<file path="src/rtl/pci_addr_decoder.sv">
// PCI slave address-phase decoder: FRAME# start detect, command latch, window decode, burst address tracking.
// Optional macro PARITY_CHK_EN adds par/serr address-phase even-parity checking.
module pci_addr_decoder #(
  parameter logic [31:0] BASE0     = 32'h1000_0000,
  parameter logic [31:0] BASE1     = 32'h2000_0000,
  parameter logic [31:0] BASE2     = 32'h3000_0000,
  parameter int          SIZE_BITS = 8
) (
  input  logic        clk,
  input  logic        rst_n,
  input  logic        frame,
  input  logic        irdy,
  input  logic        trdy,
  input  logic [31:0] ad,
  input  logic [3:0]  cbe,
`ifdef PARITY_CHK_EN
  input  logic        par,
  output logic        serr,
`endif
  output logic [1:0]  decoderOut,
  output logic [3:0]  cmd,
  output logic        cmdValid,
  output logic [31:0] curAddr
);

  typedef enum logic [1:0] {IDLE, DATA, MISS, TURN} stateT;

  stateT      state;
  logic       prevFrame;
  logic       startEdge;
  logic [1:0] hitWin;

  function automatic logic winMatch(input logic [31:0] a, input logic [31:0] base);
    return (a >> SIZE_BITS) == (base >> SIZE_BITS);
  endfunction

  function automatic logic [1:0] decodeWin(input logic [31:0] a, input logic [3:0] c);
    if (!((c == 4'b0110) || (c == 4'b0111))) decodeWin = 2'd3;
    else if (winMatch(a, BASE0))             decodeWin = 2'd0;
    else if (winMatch(a, BASE1))             decodeWin = 2'd1;
    else if (winMatch(a, BASE2))             decodeWin = 2'd2;
    else                                     decodeWin = 2'd3;
  endfunction

`ifdef PARITY_CHK_EN
  logic [31:0] adLatch;
  logic [3:0]  cbeLatch;
  logic        parPending;

  // Nonzero result means the AD/CBE/PAR set does not have even parity.
  function automatic logic parityErr(input logic [31:0] a, input logic [3:0] c, input logic p);
    return ^{a, c, p};
  endfunction
`endif

  // Live-bus start detect and window decode for the address-phase edge.
  always_comb begin
    startEdge = ~frame & prevFrame;
    hitWin    = decodeWin(ad, cbe);
  end

  // Transaction FSM with registered decode outputs.
  always_ff @(posedge clk or negedge rst_n) begin
    if (!rst_n) begin
      state      <= IDLE;
      prevFrame  <= 1'b0;
      decoderOut <= 2'd3;
      cmd        <= 4'd0;
      cmdValid   <= 1'b0;
      curAddr    <= 32'd0;
`ifdef PARITY_CHK_EN
      adLatch    <= 32'd0;
      cbeLatch   <= 4'd0;
      parPending <= 1'b0;
      serr       <= 1'b1;
`endif
    end else begin
      prevFrame <= frame;
`ifdef PARITY_CHK_EN
      serr       <= 1'b1;
      parPending <= 1'b0;
`endif
      case (state)
        IDLE: begin
          if (startEdge) begin
            curAddr <= ad;
            cmd     <= cbe;
`ifdef PARITY_CHK_EN
            adLatch    <= ad;
            cbeLatch   <= cbe;
            parPending <= 1'b1;
`endif
            if (hitWin != 2'd3) begin
              decoderOut <= hitWin;
              cmdValid   <= 1'b1;
              state      <= DATA;
            end else begin
              decoderOut <= 2'd3;
              cmdValid   <= 1'b0;
              state      <= MISS;
            end
          end else begin
            decoderOut <= 2'd3;
            cmdValid   <= 1'b0;
          end
        end
        DATA: begin
          if (!irdy && !trdy) begin
            curAddr <= curAddr + 32'd4;
            if (frame) begin
              decoderOut <= 2'd3;
              cmdValid   <= 1'b0;
              state      <= TURN;
            end
          end else if (frame && irdy) begin
            decoderOut <= 2'd3;
            cmdValid   <= 1'b0;
            state      <= IDLE;
          end
        end
        MISS: begin
          decoderOut <= 2'd3;
          cmdValid   <= 1'b0;
          if (frame && irdy) state <= IDLE;
        end
        TURN: begin
          decoderOut <= 2'd3;
          cmdValid   <= 1'b0;
          state      <= IDLE;
        end
        default: begin
          decoderOut <= 2'd3;
          cmdValid   <= 1'b0;
          state      <= IDLE;
        end
      endcase
`ifdef PARITY_CHK_EN
      // A bad address parity overrides whatever the state logic chose on this edge.
      if (parPending && parityErr(adLatch, cbeLatch, par)) begin
        serr       <= 1'b0;
        decoderOut <= 2'd3;
        cmdValid   <= 1'b0;
        state      <= MISS;
      end
`endif
    end
  end

endmodule

</file>
<file path="config.mk">
export PLATFORM = sky130hd
export DESIGN_NAME = pci_addr_decoder
export DESIGN_NICKNAME = d
export VERILOG_FILES = /design/src/rtl/pci_addr_decoder.sv
export SDC_FILE = /design/constraint.sdc
export NUM_CORES = 1
export LEC_CHECK = 0
export ABC_AREA = 1
export CORE_UTILIZATION = 63
export CTS_CLUSTER_DIAMETER = 40
export DETAILED_ROUTE_END_ITERATION = 12
export DONT_BUFFER_PORTS = 1
export GPL_TIMING_DRIVEN = 0
export PLACE_DENSITY = 0.82
export SETUP_SLACK_MARGIN = 0.3
export SLEW_MARGIN = 10
export SYNTH_ARGS = -nofsm -noshare
export SYNTH_HDL_FRONTEND = slang
export SYNTH_SLANG_ARGS = --single-unit
</file>
<file path="constraint.sdc">
create_clock -name clk -period 3.85 [get_ports clk]
set_input_delay 0.385 -clock clk [delete_from_list [all_inputs] [get_ports clk]]
set_output_delay 0.385 -clock clk [all_outputs]
set_load 0.1 [all_outputs]
</file>
==> impl_summary.txt, run 1 <==
----------------------------------------------------
[Timing]
  Clock period minus final worst setup slack ... 2.60 ns
  Final hold violation count ... 0
  Skew final ... 0.00432 ns
  Headroom to the max-slew limit ... 26.5%
  Fin crit share ... 67.6%
  Setup violators final ... 0
  Unrepaired setup endpoints after global routing ... false
  Slew at the pin with the worst max-slew slack ... 1.10 ns
  Highest clock rate ... 384 MHz
  Final max-slew violation count ... 0
  Setup TNS after final layout ... 0 ns

[Synthesis]
  Share of cell area taken by muxes after synthesis ... 0%
  EDFF count, synth ... 0
  Simple-Gate Fraction of Synth Area ... 46.8%
  Synthesized area ... 0.00310 mm^2
  Portion of synthesized cell area occupied by the leading cell type ... 32.3%
  Ranking of synthesized cells by instance count ... nand2_1 (168), nor2_1 (91), inv_1 (45)
  Net count of the mapped netlist ... 528
  Portion of the post-synthesis area used by sequential elements ... 34.0%
  Synth async-reset ratio ... 100%
  Largest area contributor in the synthesized netlist ... dfrtp_1
  Cell count after synthesis ... 486
  Dominant combinational cell family by area after synthesis ... simple AND/OR/NAND/NOR gates
  Register bit total from synthesis ... 42
  Most common cell in the synthesized netlist ... nand2_1
  Prevailing post-synth register cell ... dfrtp_1
  Synthesized-area fraction occupied by xor and xnor cells ... 0%
  Compound-cell area share of the yosys netlist ... 9.58%
  Yosys cell types ... 37
  Count of synthesis-stage warnings from yosys ... 0
  Adder-cell share of the synthesized area ... 0.404%
  Biggest area contributors in the synthesized netlist ... dfrtp_1 (32%), nand2_1 (20%), nor2_1 (11%)
  Per-instance average area after synthesis ... 6.37 um^2

[Min path]
  Hold WC Path Type ... primary input to flop

[Die]
  Std-Cell Rows ... 25
  Effective utilization at floorplan ... 65.5%
  Die outline area ... 0.00520 mm^2
  I/O pin total ... 80
  Chip Width ... 72.1 um
  Height of the chip ... 72.1 um
  Standard cell core area ... 0.00472 mm^2

[Placed design]
  Final weighted congestion in routability-driven placement ... 0.953
  DPL Wire Length ... 6.66 mm
  Port Buffers ... 0

[Clock tree]
  Cts bufs inserted ... 5
  Gates resized, CTS repair ... 0
  Clock tree from TritonCTS ... done
  Clk Latency, worst-skew pair ... 0.29 ns
  Sink count of the clock tree ... 42
  Cell at the root of the clock tree ... clkbuf_8
  Reg clk slew, reported paths ... 0.09 ns
  Bufs on Longest Clock Path ... 2
  Number of levels in the clock H-tree ... 2

[GRT]
  Global routing usage summed across all routing layers ... 33.9%
  Via count of the first global-routing pass ... 2880
  Wire length of the first global-routing pass ... 13.4 mm
  Pin count of the biggest net entering global routing ... 43
  Number of antenna violations at the first check in global routing ... 0
  GR Overflow Total ... 0

[Layout]
  Number of diodes added for antenna fixing ... 0
  Final layout net count ... 537
  Utilization after layout ... 70.3%
  Layout cells sized above 1 ... 9.68%
  Synth-to-layout area growth ... 7.19%

[Critical path]
  Highest-delay cell along the critical path ... dfrtp_1
  Worst path max stage delay ... 1.02 ns
  Capturing element type of the critical path ... flop
  Startpoint type of the worst setup path ... flop
  Signal arrival time at the worst endpoint ... 2.79 ns
  CP required ... 4.04 ns
  Crit-path cells ... ha_1, buf_2, nand2_1, nor2_1, nand2_1, nor2_2, nand2_1, nand2_1, nand3_1, nand2_1, nand2_1
  Worst path most repeated cell ... nand2_1
  Critical path class ... flop to flop
  Largest fanout on the critical path ... 8

[Detailed routing]
  Total routed wirelength ... 8.54 mm
  Routed vias/inst ... 5.69
  DRC violation count after routing ... 0
  DR WL/cell ... 15.2 um
  Iter 0 DRT Violations ... 250
  Total via count in the routed design ... 3205
  DRT Pass-1 Iters ... 6
  Number of nets with antenna violations after routing ... 0

[Flow run]
  Number of maximum-capacitance constraint violations ... 0

[Status]
  Outcome ... finished, final reports clean

----------------------------------------------------
-- final timing paths --
kind,from,to,slack (ns),cells past startpoint
worst max-delay path,curAddr[2],curAddr[30],1.25,11
worst min-delay path,frame,prevFrame,0.11,0
worst max register to register,curAddr[2],curAddr[30],1.25,11
worst min register to register,state[0],state[1],0.74,5
max in group asynchronous,rst_n,decoderOut[1],3.02,2
min in group asynchronous,rst_n,curAddr[5],0.56,2
-- cell usage in the layout (no fill, tap or decap), types with 2 or more instances in the layout --
master	instances
nand2_4	4
nor2_1	91
a22oi_2	2
nor2_2	2
o21ai_2	2
a21oi_1	18
nor2_4	2
dfrtp_1	40
buf_4	2
o22ai_1	3
o21ai_1	8
o21ai_0	15
buf_6	2
dfstp_2	2
nand4_1	8
nor3_1	2
inv_1	45
clkbuf_8	5
clkinv_2	2
nand3_1	40
buf_2	6
nor2_8	4
nand2_1	168
inv_2	5
-- sequential cells by signal (all words and copies together) (netlist names) --
| name | count |
|---|---|
| decoderOut | 2 |
| state | 2 |
| cmd | 4 |
| cmdValid | 1 |
| curAddr | 32 |
| prevFrame | 1 |
-- critical path, delay by kind of cell, from the launching register on --
kind | cells | cell delay (ns)
buf+inv | 1 | 0.19
fa+ha+maj | 1 | 0.28
simple gates | 9 | 1.01
flops | 1 | 1.02
-- layer usage --
metal	share of wire [%]	track usage [%]	up-vias
met5	0	0	-
met4	2.5	10.9	0
met3	7.6	7.36	16
met2	49	59.1	153
met1	40	41.7	1489
li1	-	-	1547
-- logic make-up (layout without fill, tap and decap cells) --
| group | after synthesis | count (layout) |
|---|---|---|
| AND/OR/NAND/NOR | 328 | 328 |
| buffers and inverters | 63 | 73 |
| AO/OA/AOI/OAI | 52 | 52 |
| flip-flops | 42 | 42 |
| adder cells (fa/ha/maj) | 1 | 1 |
-- stage by stage --
stage	worst slack (ns)	instances	instance area, um^2	hold slack [ns]
2_1_floorplan	1.64	486	3100	0.0894
3_5_place_dp	1.29	553	3180	0.0903
6_report	1.25	563	3320	0.115
4_1_cts	1.27	563	3320	0.108
5_1_grt	1.09	563	3320	0.100
3_3_place_gp	1.32	553	3180	0.0901
-- what timing repair did --
item                      in CTS  in global routing
setup buffers                  0                  0
hold endpoints to repair      42                  0
hold buffers                   2                  0
-- cell type report --
class                           count  area (um^2)
Multi-Input combinational cell    381         1760
Buffer                             12         86.3
Clock buffer                        5         68.8
Inverter                           51          196
Fill cell                         405         1410
Sequential cell                    42         1050
Clock inverter                      3         40.0
Tap cell                           67         83.8
Timing Repair Buffer                2         30.0
Power of run 1 is left out: the tool's default activity adds up to more than one toggle a clock period on the data nets, which glitch-free logic cannot reach.
==> inputs of run 2 (changes only) <==
clock period = 2.55 ns   (was 3.85 ns; I/O delays follow)
==> impl_summary.txt, run 2 (same netlist as run 1, synthesis figures left out) <==
----------------------------------------------------
[Timing]
  Worst Slack Setup Final ... 0.446 ns (was 1.25 ns)
  Setup violators final ... 0 (unchanged)
  Headroom to the max-slew limit ... 31.3% (was 26.5%)
  Clock period minus final worst setup slack ... 2.10 ns (was 2.60 ns)
  Slew at the pin with the worst max-slew slack ... 1.03 ns (was 1.10 ns)
  Highest clock rate ... 475 MHz (was 384 MHz)
  Final max-slew violation count ... 0 (unchanged)
  Hold slack final ... 0.0782 ns (was 0.115 ns)
  Skew final ... 0.00287 ns (was 0.00432 ns)
  Unrepaired setup endpoints after global routing ... false (unchanged)
  Final hold violation count ... 0 (unchanged)
  Fin crit share ... 82.5% (was 67.6%)

[Critical path]
  Critical path class ... flop to flop (unchanged)
  Source of the worst register-to-register timing path ... curAddr[2] (unchanged)
  Launching instance or port of the critical path ... curAddr[2] (unchanged)
  Worst path max stage delay ... 0.65 ns (was 1.02 ns)
  Crit path buf inv count ... 1 (unchanged)
  Worst path most repeated cell ... nand2_1 (unchanged)
  Largest fanout on the critical path ... 8 (unchanged)
  Startpoint type of the worst setup path ... flop (unchanged)
  Signal arrival time at the worst endpoint ... 2.29 ns (was 2.79 ns)
  Crit-path cells ... ha_1, buf_2, nand2_1, nor2_1, nand2_1, nor2_4, nand2_1, nand2_1, nand3_1, nand2_1, nand2_1 (was ha_1, buf_2, nand2_1, nor2_1, nand2_1, nor2_2, nand2_1, nand2_1, nand3_1, nand2_1, nand2_1)
  Highest-delay cell along the critical path ... dfrtp_4 (was dfrtp_1)
  Family with the most delay on the worst path ... simple AND/OR/NAND/NOR gates (was flip-flops)
  Capturing element type of the critical path ... flop (unchanged)
  CP required ... 2.74 ns (was 4.04 ns)

[Layout]
  Most frequent cells in the layout ... nand2_1 (168), nor2_1 (91), inv_1 (45), nand3_1 (40), dfrtp_2 (22) (was nand2_1 (168), nor2_1 (91), inv_1 (45), nand3_1 (40), dfrtp_1 (40))
  Largest Register ... curAddr (unchanged)
  Flip-flop count of the largest register, all copies and words added ... 32 (unchanged)
  Combined flip-flop and latch cell area ... 0.00109 mm^2 (was 0.00105 mm^2)
  Number of diodes added for antenna fixing ... 0 (unchanged)
  Fill cell count ... 393 (was 405)
  Leading cell type in the layout, fill and taps excluded ... nand2_1 (unchanged)
  Total area of multi-input combinational cells ... 0.00176 mm^2 (about the same)
  Layout cells sized above 1 ... 14.5% (was 9.68%)
  Regs by FF count ... curAddr (32), cmd (4) (unchanged)
  Final Instance Area ... 0.00337 mm^2 (was 0.00332 mm^2)
  Synth-to-layout area growth ... 8.81% (was 7.19%)
  Final layout net count ... 538 (was 537)
  Number of non-filler instances in the completed layout ... 564 (was 563)

[Detailed routing]
  DR WL/cell ... 15.2 um (about the same)
  Iter 0 DRT Violations ... 300 (was 250)
  Routed vias/inst ... 5.67 (was 5.69)
  DRT Pass-1 Iters ... 6 (unchanged)
  DRC violation count after routing ... 0 (unchanged)
  Number of nets with antenna violations after routing ... 0 (unchanged)
  Total routed wirelength ... 8.60 mm (was 8.54 mm)
  Total via count in the routed design ... 3197 (was 3205)

[Placed design]
  Final weighted congestion in routability-driven placement ... 0.953 (unchanged)
  Port Buffers ... 0 (unchanged)
  Cell area after placement ... 0.00318 mm^2 (unchanged)
  Setup Slack @ Placement ... -0.0141 ns (was 1.29 ns)
  Placed Cells incl. Taps ... 553 (unchanged)
  DPL Wire Length ... 6.66 mm (unchanged)

[Clock tree]
  Number of levels in the clock H-tree ... 2 (unchanged)
  Clk Latency, worst-skew pair ... 0.29 ns (about the same)
  Sink count of the clock tree ... 42 (unchanged)
  Clock tree from TritonCTS ... done (unchanged)
  Cts bufs inserted ... 5 (unchanged)
  Reg clk slew, reported paths ... 0.08 ns (was 0.09 ns)
  Bufs on Longest Clock Path ... 2 (unchanged)
  Cell at the root of the clock tree ... clkbuf_8 (unchanged)

[GRT]
  Via count of the first global-routing pass ... 2886 (was 2880)
  Pin count of the biggest net entering global routing ... 43 (unchanged)
  Wire length of the first global-routing pass ... 13.4 mm (about the same)
  Number of antenna violations at the first check in global routing ... 0 (unchanged)
  Global routing usage summed across all routing layers ... 34.0% (was 33.9%)
  GR Overflow Total ... 0 (unchanged)

[Die]
  I/O pin total ... 80 (unchanged)
  Standard cell core area ... 0.00472 mm^2 (unchanged)
  Effective utilization at floorplan ... 65.5% (unchanged)
  Chip Width ... 72.1 um (unchanged)
  Std-Cell Rows ... 25 (unchanged)
  Die outline area ... 0.00520 mm^2 (unchanged)
  Height of the chip ... 72.1 um (unchanged)

[Min path]
  Origin of the worst min-delay path ... ad[0] (was frame)
  Hold WC Path Type ... primary input to flop (unchanged)

[Status]
  Outcome ... finished, final reports clean (unchanged)

[Flow run]
  Number of maximum-capacitance constraint violations ... 0 (unchanged)

----------------------------------------------------
==> run 2: cell count changes in the layout (fill, tap and decap cells not counted) <==
cell and change:
dfrtp_1 -24, dfrtp_2 +22, dfrtp_4 +2, dlygate4sd3_1 +1, nor2_2 -1, nor2_4 +1
==> run 2: layout make-up <==
class	instances	area share [%]
multi-input combinational	381	52.4
timing repair buffer	3	1.19
sequential	42	32.3
clock inverter	3	1.19
clock buffer	5	2.04
tap	67	2.49
buffer	12	2.56
inverter	51	5.83
==> run 2: worst reg2reg max path: cells and delay by family, from the launching register on <==
kind / cells / cell delay, ns
AND/OR/NAND/NOR: 9 / 0.96
flip-flops: 1 / 0.65
adder cells (fa/ha/maj): 1 / 0.21
buffers and inverters: 1 / 0.19
==> run 2: per-layer routing <==
metal | share of wire [%] | global-route usage, % | vias up | routed length, um
li1 | - | - | 1551 | -
met5 | 0 | 0 | - | 0
met1 | 40 | 41.7 | 1470 | 3430
met2 | 50 | 59.3 | 160 | 4300
met3 | 7.6 | 7.36 | 16 | 649
met4 | 2.5 | 10.9 | 0 | 217
==> run 2: repair_timing <==
item                                   in CTS  in global routing
gates resized for setup                    12                 15
endpoints found under the hold margin      43                  0
setup endpoints to repair                  13                 14
buffers inserted                            0                  0
hold buffers                                3                  0
==> run 2: stage by stage <==
step	setup TNS, ns	util, %
CTS	0	70.8
detailed placement	-0.0141	67.3
finish	0	71.3
floorplan	0	-
global route	0	71.3
global placement	0	67.3
==> run 2: final timing paths <==
path | cells after the start | endpoint | slack, ns
max in group asynchronous | 2 | decoderOut[1] | 1.85
min in group asynchronous | 2 | curAddr[2] | 0.43
max reg2reg | 11 | curAddr[30] | 0.45
min reg2reg | 5 | state[1] | 0.74
min | 2 | curAddr[0] | 0.08
max | 11 | curAddr[30] | 0.45
Power of run 2 is left out for the same reason.
==> inputs of run 3 (changes only) <==
CORE_UTILIZATION = 58   (was 63)
PLACE_DENSITY = 0.79   (was 0.82)
clock period = 1.7 ns   (was 2.55 ns; I/O delays follow)
==> impl_summary.txt, run 3 (same netlist as run 1, synthesis figures left out) <==
----------------------------------------------------
[Min path]
  Hold WC Path Type ... primary input to flop (unchanged)
  Worst Hold Depth ... 2 (unchanged)

[Layout]
  Number of diodes added for antenna fixing ... 0 (unchanged)
  Regs by FF count ... curAddr (32), cmd (4) (unchanged)
  Flip-flop count of the largest register, all copies and words added ... 32 (unchanged)
  Final layout net count ... 553 (was 538)
  Synth-to-layout area growth ... 22.8% (was 8.81%)
  Fill cell count ... 430 (was 393)
  Most frequent cells in the layout ... nand2_1 (150), nor2_1 (74), inv_1 (42), nand3_1 (39), dfrtp_4 (26) (was nand2_1 (168), nor2_1 (91), inv_1 (45), nand3_1 (40), dfrtp_2 (22))
  Largest Register ... curAddr (unchanged)
  Leading cell type in the layout, fill and taps excluded ... nand2_1 (unchanged)
  Layout cells sized above 1 ... 27.7% (was 14.5%)
  Utilization after layout ... 74.4% (was 71.3%)

[Die]
  Height of the chip ... 75.1 um (was 72.1 um)
  Std-Cell Rows ... 26 (was 25)
  Standard cell core area ... 0.00511 mm^2 (was 0.00472 mm^2)
  Chip Width ... 75.1 um (was 72.1 um)
  I/O pin total ... 80 (unchanged)
  Effective utilization at floorplan ... 60.6% (was 65.5%)
  Die outline area ... 0.00563 mm^2 (was 0.00520 mm^2)

[GRT]
  Number of antenna violations at the first check in global routing ... 0 (unchanged)
  Pin count of the biggest net entering global routing ... 43 (unchanged)
  Global routing usage summed across all routing layers ... 33.9% (was 34.0%)
  Via count of the first global-routing pass ... 2989 (was 2886)
  GR Overflow Total ... 0 (unchanged)
  Wire length of the first global-routing pass ... 14.0 mm (was 13.4 mm)

[Power and ir drop]
  Peak supply drop ... 0.00173 V
  Total power per unit cell area ... 2210 mW/mm^2
  Pleak ... 1.64 nW

[Timing]
  Fin crit share ... 107% (was 82.5%)
  Hold slack final ... 0.00223 ns (was 0.0782 ns)
  Highest clock rate ... 551 MHz (was 475 MHz)
  Headroom to the max-slew limit ... 62.2% (was 31.3%)
  Unrepaired setup endpoints after global routing ... true (was false)
  Skew final ... 0.00711 ns (was 0.00287 ns)
  Setup violators final ... 14 (was 0)
  Final hold violation count ... 0 (unchanged)
  Clock period minus final worst setup slack ... 1.82 ns (was 2.10 ns)
  Final max-slew violation count ... 0 (unchanged)
  Slew at the pin with the worst max-slew slack ... 0.567 ns (was 1.03 ns)
  Worst Slack Setup Final ... -0.116 ns (was 0.446 ns)
  Setup TNS after final layout ... -0.601 ns (was 0 ns)

[Status]
  Failing checks ... negative setup slack
  Outcome ... complete, but fails checks (was finished, final reports clean)

[Detailed routing]
  Number of nets with antenna violations after routing ... 0 (unchanged)
  Total via count in the routed design ... 3281 (was 3197)
  DRT Pass-1 Iters ... 5 (was 6)
  Total routed wirelength ... 9.34 mm (was 8.60 mm)
  Iter 0 DRT Violations ... 136 (was 300)
  DRC violation count after routing ... 0 (unchanged)
  DR WL/cell ... 16.0 um (was 15.2 um)
  Routed vias/inst ... 5.64 (was 5.67)

[Placed design]
  DPL Wire Length ... 6.72 mm (was 6.66 mm)
  Final weighted congestion in routability-driven placement ... 0.927 (was 0.953)
  Port Buffers ... 0 (unchanged)
  Setup Slack @ Placement ... -0.306 ns (was -0.0141 ns)

[Clock tree]
  Cell at the root of the clock tree ... clkbuf_8 (unchanged)
  Clock tree from TritonCTS ... done (unchanged)
  Clk Latency, worst-skew pair ... 0.31 ns (was 0.29 ns)
  Sink count of the clock tree ... 42 (unchanged)
  Reg clk slew, reported paths ... 0.09 ns (was 0.08 ns)
  Bufs on Longest Clock Path ... 2 (unchanged)
  Number of levels in the clock H-tree ... 2 (unchanged)
  Cts bufs inserted ... 5 (unchanged)

[Critical path]
  Depth of the worst register-to-register path ... 11 (unchanged)
  Capturing element type of the critical path ... flop (unchanged)
  Critical path class ... flop to flop (unchanged)
  Largest fanout on the critical path ... 6 (was 8)
  Startpoint type of the worst setup path ... flop (unchanged)
  Signal arrival time at the worst endpoint ... 2.01 ns (was 2.29 ns)
  CP required ... 1.90 ns (was 2.74 ns)

[Flow run]
  Number of maximum-capacitance constraint violations ... 0 (unchanged)

----------------------------------------------------
-- run 3: changes by cell type in the layout (fill, tap and decap cells not counted), moves of 7 or more --
cell,delta
nor2_1,-17
nor2_2,+11
dfrtp_2,-10
dfrtp_1,-14
buf_4,+7
nand2_2,+12
nand2_1,-18
dfrtp_4,+24
-- run 3: where the power goes --
group          total (W)  switching [W]  leakage [nW]  internal (W)
registers        0.00551        0.00389         0.464       0.00162
logic            0.00212        0.00131          1.12      0.000812
clock network   0.000789       0.000378        0.0575      0.000411
-- run 3: worst max-delay path, stage by stage, from the launching register on --
cell and delay [ns]:
dfrtp_4 0.67, ha_4 0.19, buf_6 0.10, nand2_4 0.05, nor2_4 0.13, nand2_4 0.09, nor2_4 0.15, nand2_1 0.07
nand2_1 0.05, nand3_1 0.08, nand2_1 0.08, nand2_1 0.05
-- run 3: repair_timing --
item	CTS	global route
gates resized for setup	32	33
endpoints found under the setup margin	40	32
setup buffers	7	4
endpoints found under the hold margin	47	0
hold buffers	7	0
pin swaps	12	4
-- run 3: metal layers --
metal / track usage [%] / part of all wire (%) / wire length, um
met4: 11.9 / 2.7 / 250
met3: 7.76 / 7.2 / 670
met2: 60.5 / 50 / 4640
met5: 0 / 0 / 0
met1: 40.0 / 40 / 3780
-- run 3: final timing paths --
check	endpoint	slack (ns)	from
max	curAddr[30]	-0.12	curAddr[2]
min	curAddr[3]	0.002	ad[3]
max reg2reg	curAddr[30]	-0.12	curAddr[2]
min reg2reg	state[0]	0.71	state[1]
max in group asynchronous	decoderOut[1]	1.05	rst_n
min in group asynchronous	curAddr[22]	0.36	rst_n
-- run 3: stage by stage --
step	area (um^2)	power (W)	instances
CTS	3690	0.00819	578
detailed placement	3350	0.00719	556
finish	3800	0.00842	582
global placement	3350	0.00711	556
global route	3800	0.00878	582
floorplan	3260	0.00671	486
-- run 3: layout make-up --
cell class	instances	area, um^2	area share (%)
Timing Repair Buffer	18	185	4.87
Buffer	12	100	2.63
Clock buffer	8	110	2.90
Tap cell	70	87.6	2.30
Sequential cell	42	1170	30.7
Multi-Input combinational cell	381	1950	51.3
Inverter	51	201	5.30
(Power assumes the default switching activity.)
==> RTL change, RTL diff (config.mk and constraints of run 2) <==
The option `PARITY_CHK_EN` is turned on by a define.
--- a/src/rtl/pci_addr_decoder.sv
+++ b/src/rtl/pci_addr_decoder.sv
@@ -1,5 +1,7 @@
 // PCI slave address-phase decoder: FRAME# start detect, command latch, window decode, burst address tracking.
 // Optional macro PARITY_CHK_EN adds par/serr address-phase even-parity checking.
+`define PARITY_CHK_EN
+
 module pci_addr_decoder #(
   parameter logic [31:0] BASE0     = 32'h1000_0000,
   parameter logic [31:0] BASE1     = 32'h2000_0000,
Ports: changed (added par and serr); port bits go from 80 to 82. The function was not compared with the original's and may differ.
==> RTL change against run 2 <==
Sequential cell count grew 34; routed wire length up 58%; area after synthesis rose by 55%; critical endpoint is now curAddr[27]; worst setup slack lost 110 ps; non-clock buffer count is 8 higher; final area is 58% higher.
Power is left out: the tool's default activity adds up to more than one toggle a clock period on the data nets, which glitch-free logic cannot reach.
==> RTL change: results (changes against run 2) <==
metric,value,unit,change
Fill cells,609,,+55%
worst-path fanout max,4,,-4
Worst R2R Path Depth,9,,-2
largest net degree at the start of global routing,77,,+79%
Worst Skew,11.5,ps,+8.61 ps
DP Area,4940,um2,+55%
Total GRT Usage,0.362,,+0.0227
worst flop-to-flop path startpoint,curAddr[9],,
worst hold slack,3.23,ps,-75.0 ps
cells after synthesis,691,,+42%
Post-Syn Nets,734,,+39%
Num CTS Buffers,9,,+4
compound-gate portion of the synthesized area,0.121,,+0.0254
Final nets,749,,+39%
Critical Path AT,2450,ps,+160 ps
WL per Instance,16.8,um,+10%
GP Congestion,0.937,,-1.7%
CTS H-tree lvls,3,,+1
status,finished clean,,
xor and xnor area share after synthesis,0.0565,,+0.0565
number of global-route vias before repair,4548,,+58%
Reg2Reg Capture Point,curAddr[27],,
Adder-Cell Fraction of Synth Area,0.00260,,-0.00144
pre-CTS setup slack,-52.1,ps,-38.0 ps
Worst Hold Launch,ad[31],,
[RTL change: layout make-up]
cell class | count | area, um2 | share of cell area
Inverter | 88 | 333 | 0.0627
Clock buffer | 10 | 138 | 0.0259
Multi-Input combinational cell | 508 | 2500 | 0.471
Clock inverter | 6 | 95.1 | 0.0179
Sequential cell | 76 | 1970 | 0.371
Tap cell | 99 | 124 | 0.0233
Buffer | 19 | 93.8 | 0.0177
Timing Repair Buffer | 4 | 55.1 | 0.0104
[RTL change: repair_timing]
item,in CTS,in global routing
setup endpoints to repair,22,10
hold endpoints to repair,77,0
hold buffers,3,0
resized for setup,29,14
pin swaps,0,1
buffers inserted,0,1
[RTL change: layer usage]
layer	vias up	global-route usage	wire, um
li1	2246	-	-
met1	2188	0.425	5380
met5	-	0	0
met3	44	0.0868	1160
met4	0	0.180	592
met2	240	0.622	6480
